$ cat config.mk
export PLATFORM = sky130hd
export DESIGN_NAME = lcd_bus_responder_flat
export DESIGN_NICKNAME = d
export VERILOG_FILES = /design/src/rtl/lcd_bus_responder_if.sv /design/src/rtl/lcd_bus_responder.sv /design/src/flat_wrapper.sv
export SDC_FILE = /design/constraint.sdc
export NUM_CORES = 1
export LEC_CHECK = 0
export CAP_MARGIN = 20
export CELL_PAD_IN_SITES_DETAIL_PLACEMENT = 0
export CELL_PAD_IN_SITES_GLOBAL_PLACEMENT = 1
export CORE_UTILIZATION = 30
export CTS_CLUSTER_DIAMETER = 100
export CTS_CLUSTER_SIZE = 28
export DETAILED_ROUTE_END_ITERATION = 10
export PLACE_DENSITY = 0.6
export SYNTH_ARGS = -nofsm -noshare
export SYNTH_HDL_FRONTEND = slang
export SYNTH_SLANG_ARGS = --single-unit
$ cat constraint.sdc
create_clock -name clk -period 4.7 [get_ports clk]
set_input_delay 0.94 -clock clk [delete_from_list [all_inputs] [get_ports clk]]
set_output_delay 0.94 -clock clk [all_outputs]
set_load 0.02 [all_outputs]
$ cat src/rtl/lcd_bus_responder_if.sv
// rtl/lcd_bus_responder_if.sv - HD44780-style character-LCD bus bundle
interface lcd_bus_responder_if;
  logic [7:0] LCD_DATA;
  logic       LCD_RS;
  logic       LCD_RW;
  logic       LCD_EN;
  logic [7:0] rd_data;
  logic       rd_oe;

  modport master (output LCD_DATA, LCD_RS, LCD_RW, LCD_EN, input rd_data, rd_oe);
  modport slave  (input LCD_DATA, LCD_RS, LCD_RW, LCD_EN, output rd_data, rd_oe);
endinterface

$ cat src/rtl/lcd_bus_responder.sv
// rtl/lcd_bus_responder.sv - LCD bus device end with 2x16 DDRAM image, AC and busy flag
module lcd_bus_responder #(
  parameter int BUSY_CYCLES  = 2000,
  parameter int CLEAR_CYCLES = 82000
) (
  input  logic       clk,
  input  logic       rst,
  lcd_bus_responder_if.slave bus,
  input  logic [4:0] char_addr,
  output logic [7:0] char_data,
  output logic [4:0] cursor,
  output logic       busy,
  output logic       cmd_strobe,
  output logic [7:0] cmd_byte,
  output logic       err_busy,
  output logic       err_addr
);

  localparam int MAXC = (BUSY_CYCLES > CLEAR_CYCLES) ? BUSY_CYCLES : CLEAR_CYCLES;
  localparam int CW   = $clog2(MAXC + 1);
  localparam logic [CW-1:0] BUSY_LOAD  = CW'(BUSY_CYCLES - 1);
  localparam logic [CW-1:0] CLEAR_LOAD = CW'(CLEAR_CYCLES - 1);
  localparam logic [CW-1:0] SWEEP_TAIL = CW'((CLEAR_CYCLES > 32) ? CLEAR_CYCLES - 33 : 0);

  typedef enum logic [1:0] {S_IDLE, S_SWEEP, S_BUSY} state_t;

  state_t          state, state_n;
  logic [CW-1:0]   cnt, cnt_n;
  logic [4:0]      sweep_idx, sweep_n;
  logic [4:0]      ac, ac_n, ac_step;
  logic            id, id_n, cg, cg_n;
  logic            strobe_n, eb_n, ea_n;
  logic [7:0]      cmd_n;
  logic            img_we;
  logic [4:0]      img_waddr;
  logic [7:0]      img_wdata;
  logic [7:0]      img [32];
  logic [7:0]      rd_next;
  logic [6:0]      ddaddr;

  logic en_s1, en_s2, en_s3, rs_s1, rs_s2, rw_s1, rw_s2;
  logic [7:0] d_s1, d_s2;
  logic fe;

  assign fe      = en_s3 & ~en_s2;
  assign busy    = (state != S_IDLE);
  assign cursor  = ac;
  assign ac_step = id ? ac + 5'd1 : ac - 5'd1;
  assign ddaddr  = {ac[4], 2'b00, ac[3:0]};

  always_comb begin
    state_n   = state;
    cnt_n     = cnt;
    sweep_n   = sweep_idx;
    ac_n      = ac;
    id_n      = id;
    cg_n      = cg;
    img_we    = 1'b0;
    img_waddr = ac;
    img_wdata = d_s2;
    strobe_n  = 1'b0;
    cmd_n     = cmd_byte;
    eb_n      = 1'b0;
    ea_n      = 1'b0;
    unique case (state)
      S_IDLE: begin
        if (fe && !rw_s2 && !rs_s2) begin
          strobe_n = 1'b1;
          cmd_n    = d_s2;
          state_n  = S_BUSY;
          cnt_n    = BUSY_LOAD;
          if (d_s2 == 8'h01) begin
            ac_n    = '0;
            id_n    = 1'b1;
            sweep_n = '0;
            state_n = S_SWEEP;
          end else if (d_s2[7:1] == 7'h01) begin
            ac_n  = '0;
            cnt_n = CLEAR_LOAD;
          end else if (d_s2[7:2] == 6'h01) begin
            id_n = d_s2[1];
          end else if (d_s2[7:4] == 4'h1) begin
            if (!d_s2[3]) ac_n = d_s2[2] ? ac + 5'd1 : ac - 5'd1;
          end else if (d_s2[7:6] == 2'b01) begin
            cg_n = 1'b1;
          end else if (d_s2[7]) begin
            // Only line-1 (0x00-0x0F) and line-2 (0x40-0x4F) DDRAM addresses exist
            if (d_s2[6:4] == 3'b000 || d_s2[6:4] == 3'b100) begin
              ac_n = {d_s2[6], d_s2[3:0]};
              cg_n = 1'b0;
            end else begin
              strobe_n = 1'b0;
              cmd_n    = cmd_byte;
              ea_n     = 1'b1;
            end
          end
        end else if (fe && rs_s2) begin
          state_n = S_BUSY;
          cnt_n   = BUSY_LOAD;
          if (!cg) begin
            ac_n   = ac_step;
            img_we = ~rw_s2;
          end
        end
      end
      S_SWEEP: begin
        img_we    = 1'b1;
        img_waddr = sweep_idx;
        img_wdata = 8'h20;
        sweep_n   = sweep_idx + 5'd1;
        eb_n      = fe & ~rw_s2;
        if (sweep_idx == 5'd31) begin
          state_n = (CLEAR_CYCLES > 32) ? S_BUSY : S_IDLE;
          cnt_n   = SWEEP_TAIL;
        end
      end
      S_BUSY: begin
        eb_n = fe & ~rw_s2;
        if (cnt == '0) state_n = S_IDLE;
        else           cnt_n   = cnt - 1'b1;
      end
      default: state_n = S_IDLE;
    endcase
  end

  always_comb begin
    rd_next = 8'h00;
    if (en_s2 && rw_s2) begin
      if (!rs_s2)                          rd_next = {busy, ddaddr};
      else if (state == S_IDLE && !cg)     rd_next = img[ac];
    end
  end

  always_ff @(posedge clk) begin
    if (rst) begin
      {en_s1, en_s2, en_s3, rs_s1, rs_s2, rw_s1, rw_s2} <= '0;
      d_s1       <= '0;
      d_s2       <= '0;
      state      <= S_IDLE;
      cnt        <= '0;
      sweep_idx  <= '0;
      ac         <= '0;
      id         <= 1'b1;
      cg         <= 1'b0;
      cmd_strobe <= 1'b0;
      cmd_byte   <= '0;
      err_busy   <= 1'b0;
      err_addr   <= 1'b0;
      char_data  <= '0;
      bus.rd_oe  <= 1'b0;
      bus.rd_data <= '0;
      for (int i = 0; i < 32; i++) img[i] <= 8'h20;
    end else begin
      en_s1 <= bus.LCD_EN;  en_s2 <= en_s1;  en_s3 <= en_s2;
      rs_s1 <= bus.LCD_RS;  rs_s2 <= rs_s1;
      rw_s1 <= bus.LCD_RW;  rw_s2 <= rw_s1;
      d_s1  <= bus.LCD_DATA; d_s2 <= d_s1;
      state      <= state_n;
      cnt        <= cnt_n;
      sweep_idx  <= sweep_n;
      ac         <= ac_n;
      id         <= id_n;
      cg         <= cg_n;
      cmd_strobe <= strobe_n;
      cmd_byte   <= cmd_n;
      err_busy   <= eb_n;
      err_addr   <= ea_n;
      char_data  <= img[char_addr];
      bus.rd_oe  <= en_s2 & rw_s2;
      bus.rd_data <= rd_next;
      if (img_we) img[img_waddr] <= img_wdata;
    end
  end

endmodule

$ cat src/flat_wrapper.sv
// flat-port wrapper written by rule: the top's interface ports become plain ports
module lcd_bus_responder_flat 
#(
  parameter int BUSY_CYCLES  = 2000,
  parameter int CLEAR_CYCLES = 82000
)
  (clk, rst, char_addr, char_data, cursor, busy, cmd_strobe, cmd_byte, err_busy, err_addr, bus_LCD_DATA, bus_LCD_RS, bus_LCD_RW, bus_LCD_EN, bus_rd_data, bus_rd_oe);
  lcd_bus_responder_if bus_i ();
  input  logic clk;
  input  logic rst;
  input  logic [4:0] char_addr;
  output logic [7:0] char_data;
  output logic [4:0] cursor;
  output logic busy;
  output logic cmd_strobe;
  output logic [7:0] cmd_byte;
  output logic err_busy;
  output logic err_addr;
  input wire logic [$bits(bus_i.LCD_DATA)-1:0] bus_LCD_DATA;
  input wire logic [$bits(bus_i.LCD_RS)-1:0] bus_LCD_RS;
  input wire logic [$bits(bus_i.LCD_RW)-1:0] bus_LCD_RW;
  input wire logic [$bits(bus_i.LCD_EN)-1:0] bus_LCD_EN;
  output wire logic [$bits(bus_i.rd_data)-1:0] bus_rd_data;
  output wire logic [$bits(bus_i.rd_oe)-1:0] bus_rd_oe;
  assign bus_i.LCD_DATA = bus_LCD_DATA;
  assign bus_i.LCD_RS = bus_LCD_RS;
  assign bus_i.LCD_RW = bus_LCD_RW;
  assign bus_i.LCD_EN = bus_LCD_EN;
  assign bus_rd_data = bus_i.rd_data;
  assign bus_rd_oe = bus_i.rd_oe;
  lcd_bus_responder #(.BUSY_CYCLES(BUSY_CYCLES), .CLEAR_CYCLES(CLEAR_CYCLES)) u_core (.clk(clk), .rst(rst), .bus(bus_i), .char_addr(char_addr), .char_data(char_data), .cursor(cursor), .busy(busy), .cmd_strobe(cmd_strobe), .cmd_byte(cmd_byte), .err_busy(err_busy), .err_addr(err_addr));
endmodule
Word level (Yosys, flattened, before mapping):

Memories as Yosys holds them, arrays and structs flattened. A register that Yosys moved wholly into a read port is not among the register bits.
Index checks and enable logic that the tools add are counted.

* add/sub/neg operators: 4
* equal/unequal tests: 23
* multiplexer cells: 68
* bitwise operators: 16
* reduce and logical (&&, ||, !) cells: 33

Operators with widths (number)
* $mux W17: 6
* $mux W5: 19
* $mux W8: 11
* $pmux W17 S3: 1
* $mux W1: 23
* $logic_not A17 Y1: 1
* $sub A17 B1 Y17 const B: 1
* $reduce_and A8 Y1: 2
* $ne A5 B5 Y1 const B: 3
* $not A1 Y1: 13
* $reduce_bool A2 Y1: 6
* $add A5 B1 Y5 const B: 2
* $mux W2: 5
* $ne A2 B1 Y1 const B: 5
* $pmux W5 S2: 1
* $reduce_and A3 Y1: 3
* $reduce_or A9 Y1: 1
* $eq A8 B1 Y1 const B: 1
* $reduce_and A4 Y1: 2
* $reduce_or A8 Y1: 1
* $eq A7 B1 Y1 const B: 1
* $ne A7 B7 Y1 const B: 1
* $eq A6 B1 Y1 const B: 1
* $pmux W2 S3: 1
* 21 further kinds: 33

* register bits: 74
* bits in writable memories: 256
* bits of input ports: 18
* output and inout port bits: 34
* logic and storage cells: 167
* memories kept: 1

Memories
* u_core.img: words 32, bits a word 8, rd ports 2, clocked after Yosys merged registers in 2, wr ports 32, RTL line lcd_bus_responder.sv:37 `logic [7:0] img [32];`

Logic depth before layout (Yosys ltp):

Gate-level depths: netlist (run 1).

* depth after elaboration: 12
* mapped depth: 10
* gate-level depth less buffers: 7

Least setup slack after synthesis (run 1):

Ideal clock, no wire load.

* kind: input -> register
* start point: input char_addr[0]
* end point: register u_core.char_data[0] (read register of u_core.img)
* setup time: 0.136 ns
* arrival: 2.849 ns
* required time: 4.564 ns
* setup slack: 1.715 ns
* stages on the path: 6
* buffers on the path: 3
* path through: buf_2 buf_1 buf_2 mux4_2 a22oi_1 a31oi_1

RTL lines
* from (decl): RTL line flat_wrapper.sv:11 `input logic [4:0] char_addr;`
* to (decl): RTL line lcd_bus_responder.sv:10 `output logic [7:0] char_data,`

==> metrics.md, run 1 <==
| Metric | Value |
|---|---|
| Outcome | finished, final reports clean |
| CTS tree | built |
| WL per Instance | 25.3 um |
| CP Data Arrival Time | 3570 ps |
| RSZ-0062 raised after global routing | no |
| Worst-path clk slew | approximately 110 ps |
| Commonest non-fill, non-tap cells in the layout | nor2_1 (286), edfxtp_1 (256), mux4_2 (110) |
| Clk sinks | around 340 |
| I/O pins | 52 |
| Maximum clock rate | a little under 300 MHz |
| Avg Synthesized Cell Area | around 12 um2 |
| Clock power frac | 28.1% |
| Layout Nets | ~1400 |
| Comb pwr share | ~18% |
| Layout cell share with drive strength beyond 1 | 13.1% |
| Tcrit/Tclk final | 71.4% |
| Required time of the worst setup path | 4920 ps |
| Post-Synth Simple-Gate Area | between 15 and 20% |
| Total gr overflow | 0 |
| CTS buffer count | 17 |
| Largest net degree at the start of global routing | 47 |
| Mapped Cells | 1444 |
| Initial DRC Count | roughly 1300 |
| Post-synthesis compound-gate area fraction | under 10% |
| Vias post-DR | 12077 |
| Setup Skew | 33.2 ps |
| Min-Delay Path Class | reg2reg |
| Top FF cell, synth | edfxtp_1 |
| Flop pwr share | between 50% and 60% |
| Vias in the first global route | ~12000 |
| Count of max-cap constraint violations | 0 |
| RePlAce Congestion | between 0.8 and 0.9 |
| GRT Util Overall | a little under a fifth |
| Largest family of logic cells by synthesized area | multiplexers |
| Hold buffer count at cts | 0 |
| WL final | between 50000 and 60000 um |
| IO buf count | 51 |
| Starting density of the core | between 30% and 40% |
| Pwr/cell area | about 340 nW/um2 |
| Tmin final | around 3400 ps |
| Worst-Skew Late Latency | between 500 and 600 ps |
| Number of library cell types mapped by synthesis | 73 |
| CTS H-Tree Depth | 1 |
| Switching Power | 0.00189 W |
| Area share of the largest cell type after synthesis | between 40% and 50% |
| Post-CTS Repair Setup Buffers | 0 |
| Yosys reg bits | 343 |
| Sw Share | roughly 30% |
| Placed insts | between 2000 and 2500 |
| Critical path class | reg2reg |
| Initial antenna violation count | 0 |
| Worst Setup End Kind | register |
| Final core utilization | approximately a third |
| Worst hold stages | 1 |
| Final setup violation count | 0 |
| Mapped Nets | about 1500 |
| Slew @ Worst Pin | 1110 ps |
| Async SR Flop Fraction | 0% |
| Peak VDD IR | 0.000232 V |
| Die area | 59000 um2 |
| Most common cell after layout, fill and taps aside | nor2_1 |
| Setup_tns | 0 ps |
| Slew Limit Headroom | between 20% and 30% |
| Die H | 243 um |
| YS warnings | 0 |
| P&R area growth vs syn | 10.0% |
| First-pass GRT wire length | 81100 um |
| R2R cell count | 7 |
| Die width | 243 um |
| Worst-path fanout max | 33 |
| Adder-cell area share of the yosys netlist | less than 1% |
| Hold Fails Final Rpt | 0 |
| Number of enable flip-flop cells after synthesis | between 200 and 300 |
| Main area contributors after synthesis | edfxtp_1 (44%), mux4_2 (14%), dfxtp_1 (10%) |
| Final ANT Viol Nets | 0 |
| Clock tree buffer depth | 3 |
| Cell taking the most area after synthesis | edfxtp_1 |
| Drt drc | 0 |
| Post-synthesis sequential area ratio | a little over half |
| Site Rows | 87 |
| Leakage power | 5.84 nW |
| Root Buffer | clkbuf_16 |
| DP HPWL | ~38000 um |
| Area of the core | about 57000 um2 |
| Mux contribution to synthesized area | a little under a fifth |
| Int Pwr | between 0.004 and 0.005 W |
| Worst setup SP type | register |
| Via/cell ratio | between 5 and 6 |
| Pwr Total | 0.00643 W |
| DR pass1 iterations | 6 |
| Post-cts repair resize count | 0 |
| Mapped cell area | 17400 um2 |
| ANT cells | 0 |
| XOR/XNOR Fraction of Synth Area | less than 1% |
| Max-slew violation count | 0 |
| Non-filler cells, final | around 2200 |
==> power groups by stage <==
stage / registers, W / clock network [W] / logic, W
final: 0.00350 / 0.00181 / 0.00113
after CTS: 0.00350 / 0.00186 / 0.00113
after floorplan: 0.00350 / 0 / 0.000814
after global routing: 0.00352 / 0.00195 / 0.00124
after global placement: 0.00356 / 0 / 0.00113
after detailed placement: 0.00356 / 0 / 0.00113
==> logic make-up after synthesis <==
group	after synthesis
multiplexers	178
flip-flops	343
XOR/XNOR	6
AO/OA/AOI/OAI	187
AND/OR/NAND/NOR	581
buffers and inverters	139
adder cells (fa/ha/maj)	10
==> worst paths after layout <==
path,startpoint,endpoint,slack (ps)
worst max-delay path,u_core.state[1]$_SDFFE_PP0P_,u_core.img[4][6]$_SDFFCE_PN0P_,1350
worst min-delay path,u_core.d_s1[0]$_SDFF_PP0_,u_core.d_s2[0]$_SDFF_PP0_,410
worst max register to register,u_core.state[1]$_SDFFE_PP0P_,u_core.img[4][6]$_SDFFCE_PN0P_,1350
worst min register to register,u_core.d_s1[0]$_SDFF_PP0_,u_core.d_s2[0]$_SDFF_PP0_,410
==> area by class of cell <==
class,count,area (um2)
clock buffers,25,465
inverters,15,56.3
flip-flops and latches,343,9440
multi-input cells,962,7430
fillers,5704,37700
repair buffers,82,731
well taps,756,946
clock inverters,4,80.1
==> cells in the mapped netlist (all sizes together) (4+ instances only) <==
| cell type | count |
|---|---|
| nor2 | 286 |
| clkbuf | 70 |
| o311ai | 5 |
| edfxtp | 256 |
| a211oi | 7 |
| inv | 15 |
| o21ai | 25 |
| a2111oi | 9 |
| nand3 | 19 |
| nand2 | 89 |
| o41ai | 5 |
| a21oi | 21 |
| a211o | 6 |
| dfxtp | 87 |
| mux2 | 6 |
| o22ai | 24 |
| nand4 | 5 |
| o31a | 4 |
| xor2 | 4 |
| a22oi | 19 |
| buf | 54 |
| nand2b | 14 |
| or4 | 8 |
| nor2b | 42 |
| nand3b | 10 |
| ha | 10 |
| or3 | 45 |
| a41oi | 4 |
| a31oi | 13 |
| or3b | 6 |
| mux2i | 62 |
| nor4b | 8 |
| nor3 | 18 |
| nor4 | 8 |
| and2 | 9 |
| mux4 | 110 |
| o31ai | 18 |
==> through the flow <==
stage / hold WS (ps) / setup slack [ps] / instance area [um2]
floorplan: 414 / 1720 / 17400
global placement: 423 / 1510 / 18600
detailed placement: 424 / 1480 / 18600
CTS: 406 / 1450 / 19100
global route: 415 / 1210 / 19100
finish: 407 / 1350 / 19100
==> critical path: stages (launching register included) <==
cell     delay [ps]
dfxtp_1         380
inv_1            90
ha_2            300
buf_4           300
o41a_1          560
nor2b_1         660
nand2_1         370
nand2_1         370
==> routing by layer <==
| layer | vias up | track usage [%] | part of all wire (%) |
|---|---|---|---|
| met5 | - | 0 | 0 |
| met2 | 393 | 30.8 | 48 |
| met1 | 6226 | 25.7 | 44 |
| met4 | 0 | 4.11 | 2.2 |
| met3 | 59 | 2.47 | 5.7 |
| li1 | 5399 | - | - |
==> state kept, by name (all words and copies together), names as in the netlist, 2 cells and up, named ones only <==
signal,flops
u_core.img,256
u_core.d_s1,8
u_core.cmd_byte,8
u_core.d_s2,8
u_core.char_data,8
u_core.bus.rd_data,8
u_core.cursor,5
u_core.state,2
u_core.sweep_idx,5
u_core.cnt,17
Power figures use the tool's default switching activity.
==> run 2, diff against run 1 <==
==> constraint.sdc (replaced) <==
create_clock -name clk -period 3.5 [get_ports clk]
set_input_delay 0.7 -clock clk [delete_from_list [all_inputs] [get_ports clk]]
set_output_delay 0.7 -clock clk [all_outputs]
set_load 0.02 [all_outputs]
==> metrics.md, run 2 (synthesized netlist as in run 1, its figures left out) <==
| Metric | Value |
|---|---|
| I/O pins | 52 (unchanged) |
| Clock power frac | 26.5% (-1.6 points) |
| CP Data Arrival Time | 3130 ps (-440 ps) |
| R2r setup slk | 590 ps (-760 ps) |
| Pre-CTS setup slack | 642 ps (-838 ps) |
| CP top delay family | simple AND/OR/NAND/NOR gates |
| Post-CTS Repair Setup Buffers | 0 (unchanged) |
| Flop pwr share | 54.9% (+0.5 points) |
| Tmin final | 2910 ps (-443 ps) |
| Final ANT Viol Nets | 0 (unchanged) |
| Slew @ Worst Pin | 1020 ps (-94.3 ps) |
| Placed insts | 2190 (+1.5%) |
| Outcome | finished, final reports clean |
| Most Frequent Cell on Critical Path | nand2_1 |
| Worst setup slack after layout | 589 ps (-757 ps) |
| GR Layer Usage met1 | 26.0% (+0.32 points) |
| Comb pwr share | 18.6% (+1.1 points) |
| WL per Instance | 25.1 um (-0.68%) |
| Slowest library cell on the worst path | nor2b_1 |
| Count of max-cap constraint violations | 0 (unchanged) |
| Initial DRC Count | 1145 (-13%) |
| Root Buffer | clkbuf_16 |
| Final setup violation count | 0 (unchanged) |
| DR pass1 iterations | 5 (-1) |
| Worst-path fanout max | 22 (-33%) |
| Largest stage delay on the critical path | 470 ps (-190 ps) |
| Worst Setup End Kind | register |
| Most common cell after layout, fill and taps aside | nor2_1 |
| Starting density of the core | 30.6% (unchanged) |
| Die width | 243 um (unchanged) |
| Largest net degree at the start of global routing | 38 (-19%) |
| Worst Path Buf+Inv | 1 (-1) |
| Slew Limit Headroom | 32.2% (+6.2 points) |
| Die H | 243 um (unchanged) |
| Maximum clock rate | 344 MHz (+15%) |
| Int Pwr | 0.00602 W (+32%) |
| Via/cell ratio | 5.52 (about the same) |
| Worst setup SP type | register |
| CTS H-Tree Depth | 1 (unchanged) |
| Worst-Skew Late Latency | 550 ps (about the same) |
| Non-filler cells, final | 2218 (+1.4%) |
| Area of the core | 56800 um2 (unchanged) |
| WL final | 55800 um (+0.72%) |
| Switching Power | 0.00251 W (+33%) |
| Biggest register | u_core.img |
| Setup Skew | 38.4 ps (+5.19 ps) |
| Worst-path clk slew | 120 ps (about the same) |
| IO buf count | 51 (unchanged) |
| Min-Delay Path Class | reg2reg |
| CTS tree | built |
| Drt drc | 0 (unchanged) |
| RSZ-0062 raised after global routing | no |
| DP HPWL | 39000 um (+2.2%) |
| Vias in the first global route | 11814 (+1.3%) |
| Required time of the worst setup path | 3720 ps (-1200 ps) |
| Layout cell share with drive strength beyond 1 | 14.9% (+1.8 points) |
| Max-slew violation count | 0 (unchanged) |
| Die area | 59000 um2 (unchanged) |
| Initial antenna violation count | 0 (unchanged) |
| Most Used Layer, Global Route | met2 |
| Pwr/cell area | 440 nW/um2 (+31%) |
| Cell Chain, Critical Path | inv_1 > ha_2 > or3b_1 > a21oi_1 > nor2b_1 > nand2_1 > nand2_1 |
| Met3 usage | 2.51% (+0.044 points) |
| RePlAce Congestion | 0.899 (+3.9%) |
| Tcrit/Tclk final | 83.2% (+12 points) |
| Peak VDD IR | 0.000292 V (+26%) |
| Clock tree buffer depth | 3 (unchanged) |
| Fillcell total | 5625 (-1.4%) |
| Sw Share | 29.4% (+0.075 points) |
| Total gr overflow | 0 (unchanged) |
| Met2 track demand over resource | 30.5% (-0.29 points) |
| Vias post-DR | 12241 (+1.4%) |
| First-pass GRT wire length | 81500 um (+0.57%) |
| Hold Fails Final Rpt | 0 (unchanged) |
| Commonest non-fill, non-tap cells in the layout | nor2_1 (286), edfxtp_1 (256), mux4_2 (110) |
| Hold buffer count at cts | 0 (unchanged) |
| Setup_tns | 0 ps (unchanged) |
| Max reg flops | 256 (unchanged) |
| Final core utilization | 34.1% (+0.44 points) |
| CTS buffer count | 16 (-1) |
| P&R area growth vs syn | 11.5% |
| Clk sinks | 343 (unchanged) |
| Critical path class | reg2reg |
| Regs by FF count | u_core.img (256), u_core.cnt (17) |
| GRT Util Overall | 18.7% (+0.11 points) |
| Site Rows | 87 (unchanged) |
| ANT cells | 0 (unchanged) |
| Leakage power | 5.99 nW (+2.7%) |
| Post-cts repair resize count | 0 (unchanged) |
| Layout Nets | 1480 (+2.1%) |
## run 2: cell count changes in the layout (fill, tap and decap cells not counted), sizes merged
cell | before | now
clkbuf | 25 | 24
clkinv | 1 | 2
bufinv | 1 | 0
buf | 34 | 66
## run 2: per-layer routing
metal / part of all wire, % / routed length (um)
met5: 0 / 0
met4: 2.5 / 1400
met3: 5.3 / 2980
met2: 47 / 26300
met1: 45 / 25100
## run 2: through the flow
stage	cell area, um2	hold slack (ps)	power, W
floorplan	17400	414	0.00580
global placement	18900	423	0.00636
detailed placement	18900	421	0.00636
CTS	19400	446	0.00859
global route	19400	461	0.00885
finish	19400	445	0.00853
## run 2: final timing paths
check | start | to | cells after the start
worst max register to register | u_core.state[1]$_SDFFE_PP0P_ | u_core.img[23][3]$_SDFFCE_PN0P_ | 7
worst min register to register | u_core.d_s1[5]$_SDFF_PP0_ | u_core.d_s2[5]$_SDFF_PP0_ | 1
worst max-delay path | u_core.state[1]$_SDFFE_PP0P_ | u_core.img[23][3]$_SDFFCE_PN0P_ | 7
worst min-delay path | u_core.d_s1[5]$_SDFF_PP0_ | u_core.d_s2[5]$_SDFF_PP0_ | 1
## run 2: power by group through the flow
stage / registers [W] / logic (W) / clock network [W]
after floorplan: 0.00470 / 0.00109 / 0
after global placement: 0.00477 / 0.00159 / 0
after detailed placement: 0.00477 / 0.00159 / 0
after CTS: 0.00468 / 0.00159 / 0.00232
after global routing: 0.00471 / 0.00171 / 0.00243
final: 0.00468 / 0.00159 / 0.00226
## run 2: worst register-to-register path, stage by stage, from the launching register on
cell     delay [ps]
dfxtp_1         380
inv_1            90
ha_2            300
or3b_1          400
a21oi_1         180
nor2b_1         470
nand2_1         360
nand2_1         400
## run 2: layout make-up
type | instances | area (um2) | area share [%]
Sequential cell | 343 | 9440 | 48.7
Multi-Input combinational cell | 962 | 7430 | 38.3
Timing Repair Buffer | 114 | 1050 | 5.39
Tap cell | 756 | 946 | 4.88
Clock buffer | 24 | 452 | 2.33
Inverter | 15 | 56.3 | 0.290
Clock inverter | 4 | 28.8 | 0.148
==> run 3, diff against run 2 <==
==> constraint.sdc (replaced) <==
create_clock -name clk -period 2.9 [get_ports clk]
set_input_delay 0.58 -clock clk [delete_from_list [all_inputs] [get_ports clk]]
set_output_delay 0.58 -clock clk [all_outputs]
set_load 0.02 [all_outputs]
==> metrics.md, run 3 (synthesized netlist as in run 1, its figures left out) <==
| Metric | Value |
|---|---|
| Critical path class | reg2reg |
| Count of max-cap constraint violations | 0 (unchanged) |
| Hold path start | rst |
| P&R area growth vs syn | 13.9% |
| Max reg flops | 256 (unchanged) |
| CTS tree | built |
| Worst-Skew Late Latency | 550 ps (about the same) |
| Worst-path fanout max | 18 (-18%) |
| Pwr/cell area | 539 nW/um2 (+23%) |
| Top sig layer | met5 |
| GRT Util Overall | 18.4% (-0.27 points) |
| DR pass1 iterations | 8 (+3) |
| Final ANT Viol Nets | 0 (unchanged) |
| Tmin final | 2760 ps (-150 ps) |
| Maximum clock rate | 362 MHz (+5.5%) |
| IO buf count | 51 (unchanged) |
| Leakage power | 6.24 nW (+4.0%) |
| DP HPWL | 39400 um (+1.1%) |
| Worst hold stages | 2 (+1) |
| Initial DRC Count | 1146 (+0.087%) |
| Setup_tns | 0 ps (unchanged) |
| Worst Hold End | u_core.en_s3$_SDFF_PP0_ |
| First-pass GRT wire length | 81300 um (-0.25%) |
| Metal3 WL | 3650 um (+23%) |
| Biggest register | u_core.img |
| Met2 wire length | 25700 um (-2.2%) |
| Post-CTS Repair Setup Buffers | 0 (unchanged) |
| WL final | 54900 um (-1.6%) |
| Min-Delay Path Class | in2reg |
| Regs by FF count | u_core.img (256), u_core.cnt (17) |
| Most common cell after layout, fill and taps aside | nor2_1 |
| WL per Instance | 24.3 um (-3.2%) |
| Clock tree buffer depth | 3 (unchanged) |
| Total gr overflow | 0 (unchanged) |
| Hold Fails Final Rpt | 0 (unchanged) |
| Setup Skew | 29.2 ps (-9.24 ps) |
| CTS H-Tree Depth | 1 (unchanged) |
| I/O pins | 52 (unchanged) |
| Drt drc | 0 (unchanged) |
| Root Buffer | clkbuf_16 |
| Die H | 243 um (unchanged) |
| Slew @ Worst Pin | 888 ps (-128 ps) |
| Initial antenna violation count | 1 (+1) |
| Final setup violation count | 0 (unchanged) |
| Starting density of the core | 30.6% (unchanged) |
| RSZ-0062 raised after global routing | no |
| Layout cell share with drive strength beyond 1 | 17.3% (+2.4 points) |
| Commonest non-fill, non-tap cells in the layout | nor2_1 (286), edfxtp_1 (256), mux4_2 (110) |
| RePlAce Congestion | 0.917 (+2.0%) |
| Vias post-DR | 12317 (+0.62%) |
| Worst-path clk slew | 110 ps (about the same) |
| R2r setup slk | 140 ps (-450 ps) |
| R2R Path End | u_core.bus.rd_data[2]$_SDFF_PP0_ |
| Clk sinks | 343 (unchanged) |
| Outcome | finished, final reports clean |
| Largest net degree at the start of global routing | 38 (unchanged) |
| CTS buffer count | 17 (+1) |
| Vias in the first global route | 12347 (+4.5%) |
| Required time of the worst setup path | 3290 ps (-430 ps) |
| Layout Nets | 1517 (+2.5%) |
| Die area | 59000 um2 (unchanged) |
| Area of the core | 56800 um2 (unchanged) |
| R2R cell count | 6 (-1) |
| Tcrit/Tclk final | 95.2% (+12 points) |
| Final core utilization | 34.9% (+0.74 points) |
| Site Rows | 87 (unchanged) |
| ANT cells | 0 (unchanged) |
| Peak VDD IR | 0.000305 V (+4.4%) |
| Metal-1 WL | 23900 um (-4.7%) |
| Worst Setup End Kind | register |
| Die width | 243 um (unchanged) |
| Via/cell ratio | 5.46 (-1.0%) |
| Worst setup SP type | register |
| CP Data Arrival Time | 3150 ps (+20 ps) |
| Fillcell total | 5683 (+1.0%) |
| Max-slew violation count | 0 (unchanged) |
| Slew Limit Headroom | 40.3% (+8.1 points) |
## run 3: changes by cell type in the layout (fill, tap and decap cells not counted), sizes merged
cell	before	now
clkinv	2	4
bufinv	0	2
clkdlybuf4s50	48	47
dlymetal6s2s	0	1
clkbuf	24	22
inv	17	16
buf	66	102
## run 3: metrics by stage
stage	cell area (um2)	total power [W]	std cells	hold WS, ps	worst slack (ps)
after floorplan	17400	0.00699	1444	414	275
after global placement	19200	0.00773	2226	425	131
after detailed placement	19200	0.00775	2226	425	83.1
after CTS	19800	0.0107	2255	397	53.9
after global routing	19800	0.0111	2255	412	6.84
final	19800	0.0107	2255	414	140
## run 3: worst max path at each step
stage | slack [ps] | to | cells past startpoint | startpoint
after floorplan | 280 | u_core.char_data[0]$_SDFF_PP0_ | 6 | char_addr[0]
after global placement | 130 | u_core.img[6][1]$_SDFFCE_PN0P_ | 8 | u_core.state[1]$_SDFFE_PP0P_
after global routing | 7 | u_core.img[6][1]$_SDFFCE_PN0P_ | 8 | u_core.state[1]$_SDFFE_PP0P_
after detailed placement | 80 | u_core.img[6][7]$_SDFFCE_PN0P_ | 8 | u_core.state[1]$_SDFFE_PP0P_
after CTS | 50 | u_core.img[6][1]$_SDFFCE_PN0P_ | 8 | u_core.state[1]$_SDFFE_PP0P_
final | 140 | u_core.bus.rd_data[2]$_SDFF_PP0_ | 6 | register
## run 3: what timing repair did
item,4_1_cts,5_1_grt
resized for setup,0,3
hold endpoints to repair,0,0
setup endpoints to repair,0,37
hold buffers,0,0
## run 3: metal layers
metal,vias to the layer above,global-route usage (%)
li1,5530,-
met1,6270,25.1
met2,437,29.9
met3,78,3.37
met4,2,4.96
met5,-,0
## run 3: cell type report
type                            instances  area [um2]  area share [%]
Inverter                               15        56.3           0.284
Multi-Input combinational cell        962        7440            37.5
Sequential cell                       343        9440            47.6
Timing Repair Buffer                  150        1370            6.91
Clock buffer                           22         454            2.29
Clock inverter                          7         115           0.581
Tap cell                              756         946            4.77
## run 3: worst max-delay path, cell delays in order (launching register included)
cell and delay (ps):
dfxtp_4 680, buf_12 250, mux4_2 550, mux2i_1 250, o21ai_0 120, nor4b_1 560, nor3_1 190
## run 3: power by group
group	total (W)	leakage (nW)	switching, W	internal [W]
Clock	0.00303	0.276	0.00169	0.00134
Combinational	0.00202	2.72	0.00126	0.000758
Sequential	0.00563	3.24	0.000183	0.00545
